<file path="src/rtl/fetch_pc_unit_pkg.sv">
// Shared pipeline definitions for the fetch front end: default widths,
// the NOP encoding, the fetch FSM states and a saturating increment helper.
package fetch_pc_unit_pkg;

  localparam int PCW     = 4;
  localparam int INSTR_W = 8;
  localparam int CNT_W   = 8;

  localparam logic [INSTR_W-1:0] NOP_INSTR = '0;

  typedef enum logic [1:0] {
    BOOT = 2'd0,
    RUN  = 2'd1,
    HOLD = 2'd2
  } state_t;

  function automatic logic [CNT_W-1:0] sat_inc(input logic [CNT_W-1:0] v);
    return (&v) ? v : v + CNT_W'(1);
  endfunction

endpackage

</file>
<file path="src/rtl/fetch_pc_unit_pc_incr.sv">
// Combinational PC + 1 with natural wrap at 2^W; reusable by any
// PC-relative logic.
module fetch_pc_unit_pc_incr #(
  parameter int W = 4
) (
  input  logic [W-1:0] a,
  output logic [W-1:0] y
);

  assign y = a + W'(1);

endmodule

</file>
<file path="src/rtl/fetch_pc_unit.sv">
// Instruction-fetch front end: program counter, sequential next-PC,
// IF/ID pipeline register with stall/flush handling and a stall counter.
module fetch_pc_unit
  import fetch_pc_unit_pkg::*;
#(
  parameter int tam = INSTR_W,
  parameter int pcw = PCW
) (
  input  logic           clk,
  input  logic           rstN,
  input  logic [pcw-1:0] inMuxPc,
  input  logic           stall,
  input  logic           flush,
  input  logic [tam-1:0] instrIn,
  output logic [pcw-1:0] pcOut,
  output logic [pcw-1:0] outAddPc,
  output logic [tam-1:0] ifIdInstr,
  output logic [pcw-1:0] ifIdPc,
  output logic           ifIdValid,
  output logic [7:0]     stallCnt
);

  state_t state;
  logic   active;
  logic   do_flush;
  logic   do_stall;
  logic   do_load;

  fetch_pc_unit_pc_incr #(.W(pcw)) u_pc_incr (
    .a (pcOut),
    .y (outAddPc)
  );

  // BOOT gives instruction memory a settle cycle, so stall/flush are ignored there.
  assign active   = (state != BOOT);
  assign do_flush = active && flush;
  assign do_stall = active && !flush && stall;
  assign do_load  = active && !flush && !stall;

  always_ff @(posedge clk or negedge rstN) begin
    if (!rstN) begin
      state <= BOOT;
    end else begin
      case (state)
        BOOT:    state <= RUN;
        default: begin
          if (flush)      state <= RUN;
          else if (stall) state <= HOLD;
          else            state <= RUN;
        end
      endcase
    end
  end

  always_ff @(posedge clk or negedge rstN) begin
    if (!rstN) begin
      pcOut     <= '0;
      ifIdInstr <= '0;
      ifIdPc    <= '0;
      ifIdValid <= 1'b0;
    end else if (do_flush) begin
      pcOut     <= inMuxPc;
      ifIdInstr <= tam'(NOP_INSTR);
      ifIdPc    <= '0;
      ifIdValid <= 1'b0;
    end else if (do_load) begin
      pcOut     <= inMuxPc;
      ifIdInstr <= instrIn;
      ifIdPc    <= outAddPc;
      ifIdValid <= 1'b1;
    end
  end

  always_ff @(posedge clk or negedge rstN) begin
    if (!rstN) begin
      stallCnt <= '0;
    end else if (do_stall) begin
      stallCnt <= sat_inc(stallCnt);
    end
  end

endmodule

</file>
<file path="config.mk">
export PLATFORM = sky130hd
export DESIGN_NAME = fetch_pc_unit
export DESIGN_NICKNAME = d
export VERILOG_FILES = /design/src/rtl/fetch_pc_unit_pkg.sv /design/src/rtl/fetch_pc_unit_pc_incr.sv /design/src/rtl/fetch_pc_unit.sv
export SDC_FILE = /design/constraint.sdc
export NUM_CORES = 1
export LEC_CHECK = 0
export ABC_CLOCK_PERIOD_IN_PS = 2500
export CAP_MARGIN = 20
export CELL_PAD_IN_SITES_DETAIL_PLACEMENT = 0
export CELL_PAD_IN_SITES_GLOBAL_PLACEMENT = 1
export CORE_MARGIN = 2
export CORE_UTILIZATION = 36
export CTS_CLUSTER_SIZE = 10
export DETAILED_ROUTE_END_ITERATION = 6
export PLACE_DENSITY_LB_ADDON = 0.3
export SYNTH_ARGS = -nofsm -noshare
export SYNTH_HDL_FRONTEND = slang
export SYNTH_SLANG_ARGS = --single-unit
</file>
<file path="constraint.sdc">
create_clock -name clk -period 2.5 [get_ports clk]
set_input_delay 0.5 -clock clk [delete_from_list [all_inputs] [get_ports clk]]
set_output_delay 0.5 -clock clk [all_outputs]
set_load 0.05 [all_outputs]
</file>
==> impl_metrics.toml, run 1 <==
[clocking]
cts_resized = 1
clock_sinks = 27
cts_root_buf = "clkbuf_4"
clock_path_buffers = 2
cts_made_buffers = 3
cts_setup_buffers = 0
clk_pin_slew_ps = 140
cts_tree = "built"
ctsHoldBuffers = 0
htreeDepth = 1
clk_latency_ps = 310

[grt]
grt_max_degree = 28
grt_pass1_vias = 890
overflow = 0
met3_usage_pct = 3.41
track_usage_pct = 14.7
met2_usage_pct = 26.3
antenna_found_initial = 0
met1_usage_pct = 16.9
busiest_layer = "met2"
grt_pass1_wl_um = 4010

[timing]
period_share_pct = 95.4
slew-limit-headroom_pct = 47.4
whs_ps = 491
fin_crit_ps = 2390
tns_ps = 0
worstMarginPinSlew_ps = 784
final_hold_viol_count = 0
clock_skew_ps = 2.60
drv_slew = 0
fmax_mhz = 419
setup_viol = 0
rsz0062_at_grt = "false"

[pwr]
combinationalPowerShare_pct = 46.9
p_sw_uw = 642
power.share.sequential_pct = 40.7
p_leak_uw = 0.000724
power.internal_uw = 822
clkPwrFrac_pct = 12.4
max-vdd-ir-drop_uv = 426
p_per_area_nw_per_um2 = 871
swShare_pct = 43.9

[setup_path]
rrSetupSlack_ps = 920
crit_fanout = 5
r2r_end = "stallCnt[6]"
critPathKind = "register to output port"
cp.required_ps = 2000
cp-start-kind = "register"
crit_arrival_ps = 1890
rr_worst_depth = 5
endpoint_kind = "output port"
reg2reg_from = "stallCnt[0]"

[floorplan]
row_count = 20
core_um2 = 3050
dieHeight_um = 60.8
dieArea_um2 = 3700
start_util_pct = 38.0
die_w_um = 60.8
ios = 45

[logic_synthesis]
yosysUniqueCellTypes = 29
synth_commonest_cells = "dfrtp_1 (27), a22o_1 (12), mux2_2 (4), xnor2_1 (4)"
synth.area.top_cells = "dfrtp_1 (58%), a22o_1 (9.1%), mux2_2 (3.9%)"
synthArstFlopShare_pct = 100
avgSynthCellArea_um2 = 13.7
synth.largest_area_cell = "dfrtp_1"
ys_warn_count = 0
synthMostInstantiatedCell = "dfrtp_1"
yosysSeqAreaShare_pct = 58.2
synth-edff-count = 0
synth_ff_type = "dfrtp_1"
postSynthCellCount = 85
synth_nets = 103
ys_ff_latch = 27
yosysTopAreaCellShare_pct = 58.2
synth_area_um2 = 1160

[placement]
dp_hpwl_um = 1810
portBuffers = 44
gp_congestion = 0.691

[drt]
final_antenna_net_count = 0
remaining_drc_errors = 0
drt_wl_total_um = 2390
drtPass1Iterations = 2
wire_per_inst_um = 13.6
via_per_inst = 4.77
drt_iter0_drc = 42
num_vias = 840

[min_path]
min_to = "ifIdValid"
hold_start = "ifIdValid"
hold_depth = 1
hold_path_class = "register to register"

[outcome]
status = "finished clean"

[cells_and_area]
antennaDiodeCount = 0
seq_area_um2 = 676
fillers = 276
layout-drive-gt1-share_pct = 14.4
syn2layout_area_growth_pct = 44.7
multiInputGateArea_um2 = 464
final_nets = 151

[flow_run]
cap_violations = 0
[cell families (layout without fill, tap and decap cells)]
group / count (synthesis) / in the layout / synth area share, %
compound gates: 16 / 16 / 11.3
xor+xnor: 5 / 5 / 3.77
fa+ha+maj: 2 / 2 / 2.15
buf+inv: 5 / 52 / 1.83
flops: 27 / 27 / 58.2
mux: 8 / 8 / 7.97
simple gates: 22 / 22 / 14.8
[worst max-delay path, stage by stage (launching register included)]
cell and delay [ps]:
dfrtp_1 450, ha_1 320, clkdlybuf4s50_1 800
[power by group through the flow]
| stage | clock network (µW) | logic [µW] | registers [µW] |
|---|---|---|---|
| after CTS | 194 | 695 | 597 |
| after detailed placement | 0 | 696 | 603 |
| after floorplan | 0 | 191 | 858 |
| after global placement | 0 | 689 | 598 |
| final | 182 | 686 | 596 |
| after global routing | 214 | 727 | 612 |
[worst max path at each step]
stage | startpoint | to | slack (ps)
final | pcOut[0] | outAddPc[1] | 110
after global routing | pcOut[0] | outAddPc[3] | 3
after CTS | pcOut[2] | outAddPc[3] | 80
after detailed placement | pcOut[0] | outAddPc[2] | 350
after global placement | pcOut[0] | outAddPc[2] | 400
after floorplan | pcOut[0] | outAddPc[3] | 300
[placed cells by master (no fill, tap or decap)]
cell type,n
mux2i_1,1
xnor2_1,4
nor2_8,1
o21ai_2,1
nor2_4,1
and3_1,2
ha_1,2
nor3b_2,1
a21oi_1,2
mux2_4,1
mux2_2,4
xor2_1,1
inv_1,2
dfrtp_1,27
clkbuf_4,3
a21o_1,1
clkinv_2,1
nand2b_1,2
a22o_1,12
nand4_1,2
nor3_2,2
nand3_1,3
inv_2,1
nand2_1,3
mux2_1,2
and2_1,1
buf_4,1
nor2_1,1
and4_1,1
and3_4,1
nand2b_4,1
clkdlybuf4s50_1,43
dlygate4sd2_1,1
[area by class of cell]
type | count | share of cell area [%]
Clock buffer | 3 | 1.34
Clock inverter | 1 | 0.298
Inverter | 3 | 0.670
Multi-Input combinational cell | 53 | 27.6
Sequential cell | 27 | 40.2
Tap cell | 44 | 3.28
Timing Repair Buffer | 45 | 26.6
[sequential cells by signal (all words and copies together) (netlist names)]
name / flops
ifIdInstr: 8
stallCnt: 8
ifIdPc: 4
pcOut: 4
state: 2
ifIdValid: 1
[metrics by stage]
step	utilization [%]	worst slack (ps)	instance area (µm²)	std cells	total power, µW
global placement	54.2	396	1650	172	1290
floorplan	-	297	1160	85	1050
finish	55.0	115	1680	176	1460
CTS	55.0	84.4	1680	176	1490
global route	55.0	2.77	1680	176	1550
detailed placement	54.2	354	1650	172	1300
[layer usage]
layer	wire (µm)	vias to the layer above
met5	0	-
met4	14	0
met3	136	2
met2	1200	25
met1	1040	412
li1	-	401
Power figures use the tool's default switching activity.
==> run 2, diff against run 1 <==
--- a/config.mk
+++ b/config.mk
@@ -10,10 +10,11 @@
 export CELL_PAD_IN_SITES_DETAIL_PLACEMENT = 0
 export CELL_PAD_IN_SITES_GLOBAL_PLACEMENT = 1
 export CORE_MARGIN = 2
-export CORE_UTILIZATION = 36
+export CORE_UTILIZATION = 37
+export CTS_BUF_LIST = sky130_fd_sc_hd__clkbuf_2 sky130_fd_sc_hd__clkbuf_4 sky130_fd_sc_hd__clkbuf_8
 export CTS_CLUSTER_SIZE = 10
 export DETAILED_ROUTE_END_ITERATION = 6
-export PLACE_DENSITY_LB_ADDON = 0.3
+export PLACE_DENSITY = 0.92
 export SYNTH_ARGS = -nofsm -noshare
 export SYNTH_HDL_FRONTEND = slang
 export SYNTH_SLANG_ARGS = --single-unit
==> impl_metrics.toml, run 2 (synthesis gave the netlist of run 1 again) <==
[placement]
dpl-instance-area_um2 = 1650
dp_cells = 172
portBuffers = 44
dp_hpwl_um = 1780
gp_congestion = 0.751

[floorplan]
die_w_um = 60.0
row_count = 20
ios = 45
dieArea_um2 = 3600
dieHeight_um = 60.0
start_util_pct = 38.3
core_um2 = 3030

[cells_and_area]
layout-drive-gt1-share_pct = 14.4
final_common_cell = "clkdlybuf4s50_1"
fillers = 256
antennaDiodeCount = 0
layout_common_cells = "clkdlybuf4s50_1 (42), dfrtp_1 (27), a22o_1 (12)"
final_nets = 151
final_cell_area_um2 = 1690
final_cell_count_no_fill = 176
largestRegisters = "ifIdInstr x8, stallCnt x8"
syn2layout_area_growth_pct = 45.3

[drt]
remaining_drc_errors = 0
num_vias = 857
drt_iter0_drc = 21
wire_per_inst_um = 13.4
drt_wl_total_um = 2350
via_per_inst = 4.87
drtPass1Iterations = 4
final_antenna_net_count = 0

[pwr]
max-vdd-ir-drop_uv = 586
combinationalPowerShare_pct = 46.9
p_leak_uw = 0.000741
p_sw_uw = 642
clkPwrFrac_pct = 12.3
p_per_area_nw_per_um2 = 869
power.internal_uw = 824
power.share.sequential_pct = 40.8
swShare_pct = 43.8

[setup_path]
rr_worst_depth = 5
r2r_end = "stallCnt[6]"
cp.required_ps = 2000
slowest_stage = "clkdlybuf4s50_1"
crit_start = "pcOut[0]"
crit_fanout = 5
crit_arrival_ps = 1900
endpoint_kind = "output port"
reg2reg_from = "stallCnt[0]"
cp-endpoint = "outAddPc[1]"
cp_cell_sequence = "ha_1 > clkdlybuf4s50_1"
rrSetupSlack_ps = 930
cp-start-kind = "register"
cpPeakStageDelay_ps = 810
critPathKind = "register to output port"

[timing]
drv_slew = 0
whs_ps = 496
final_hold_viol_count = 0
worstMarginPinSlew_ps = 829
setup_viol = 0
fmax_mhz = 417
period_share_pct = 96.0
slew-limit-headroom_pct = 44.4
fin_crit_ps = 2400
tns_ps = 0
clock_skew_ps = 9.90
rsz0062_at_grt = "false"

[grt]
grt_pass1_wl_um = 3800
overflow = 0
grt_max_degree = 28
track_usage_pct = 14.2
grt_pass1_vias = 848
antenna_found_initial = 0

[clocking]
ctsHoldBuffers = 0
clk_latency_ps = 310
clock_sinks = 27
clock_path_buffers = 2
cts_root_buf = "clkbuf_4"
cts_made_buffers = 3
cts_tree = "built"
htreeDepth = 1
clk_pin_slew_ps = 140

[flow_run]
cap_violations = 0

[outcome]
status = "finished clean"

[min_path]
hold_path_class = "register to register"
-- run 2: cell count changes in the layout (fill, tap and decap cells not counted) --
cell / previous run / this run
dlymetal6s2s_1: 0 / 2
dlygate4sd2_1: 1 / 0
clkdlybuf4s50_1: 43 / 42
-- run 2: worst min path at each step --
| stage | from | endpoint | cells after the start | slack, ps |
|---|---|---|---|---|
| after floorplan | rstN | ifIdInstr[0] | 0 | 200 |
| after global placement | ifIdValid | ifIdValid | 1 | 460 |
| after detailed placement | ifIdValid | ifIdValid | 1 | 470 |
| after CTS | ifIdValid | ifIdValid | 1 | 500 |
| after global routing | ifIdValid | ifIdValid | 1 | 520 |
| final | ifIdValid | ifIdValid | 1 | 500 |
-- run 2: per-layer routing --
metal | vias to the layer above | part of all wire, % | GRT usage (%)
met4 | 0 | 0.34 | 4.76
met5 | - | 0 | 0
met2 | 33 | 48 | 23.9
met3 | 2 | 8.5 | 3.46
li1 | 403 | - | -
met1 | 419 | 43 | 17.8
-- run 2: what timing repair did --
item,CTS,global route
setup buffers,0,0
setup endpoints to repair,0,2
resized for setup,0,2
-- run 2: cell type report --
| class | instances | area, µm² | area share, % |
|---|---|---|---|
| clock buffers | 3 | 22.5 | 1.34 |
| clock inverters | 1 | 5.00 | 0.297 |
| inverters | 3 | 11.3 | 0.668 |
| multi-input cells | 53 | 464 | 27.5 |
| flip-flops and latches | 27 | 676 | 40.1 |
| well taps | 44 | 55.1 | 3.26 |
| repair buffers | 45 | 453 | 26.9 |
-- run 2: per-stage QoR --
| stage | power (µW) | setup slack [ps] | utilization [%] |
|---|---|---|---|
| after floorplan | 1050 | 297 | - |
| after global placement | 1290 | 410 | 54.6 |
| after detailed placement | 1300 | 385 | 54.6 |
| after CTS | 1490 | 5.64 | 55.5 |
| after global routing | 1540 | 36.8 | 55.7 |
| final | 1470 | 101 | 55.7 |
-- run 2: worst max-delay path, delay by kind of cell, from the launching register on --
family | cells | cell delay (ps)
adders and majority gates | 1 | 330
buffers and inverters | 1 | 810
DFF | 1 | 440
-- run 2: power groups by stage --
stage          Clock (µW)  Combinational (µW)  Sequential, µW
6_report              180                 688             598
5_1_grt               210                 722             611
4_1_cts               192                 696             598
3_5_place_dp            0                 693             605
3_3_place_gp            0                 686             600
2_1_floorplan           0                 191             858
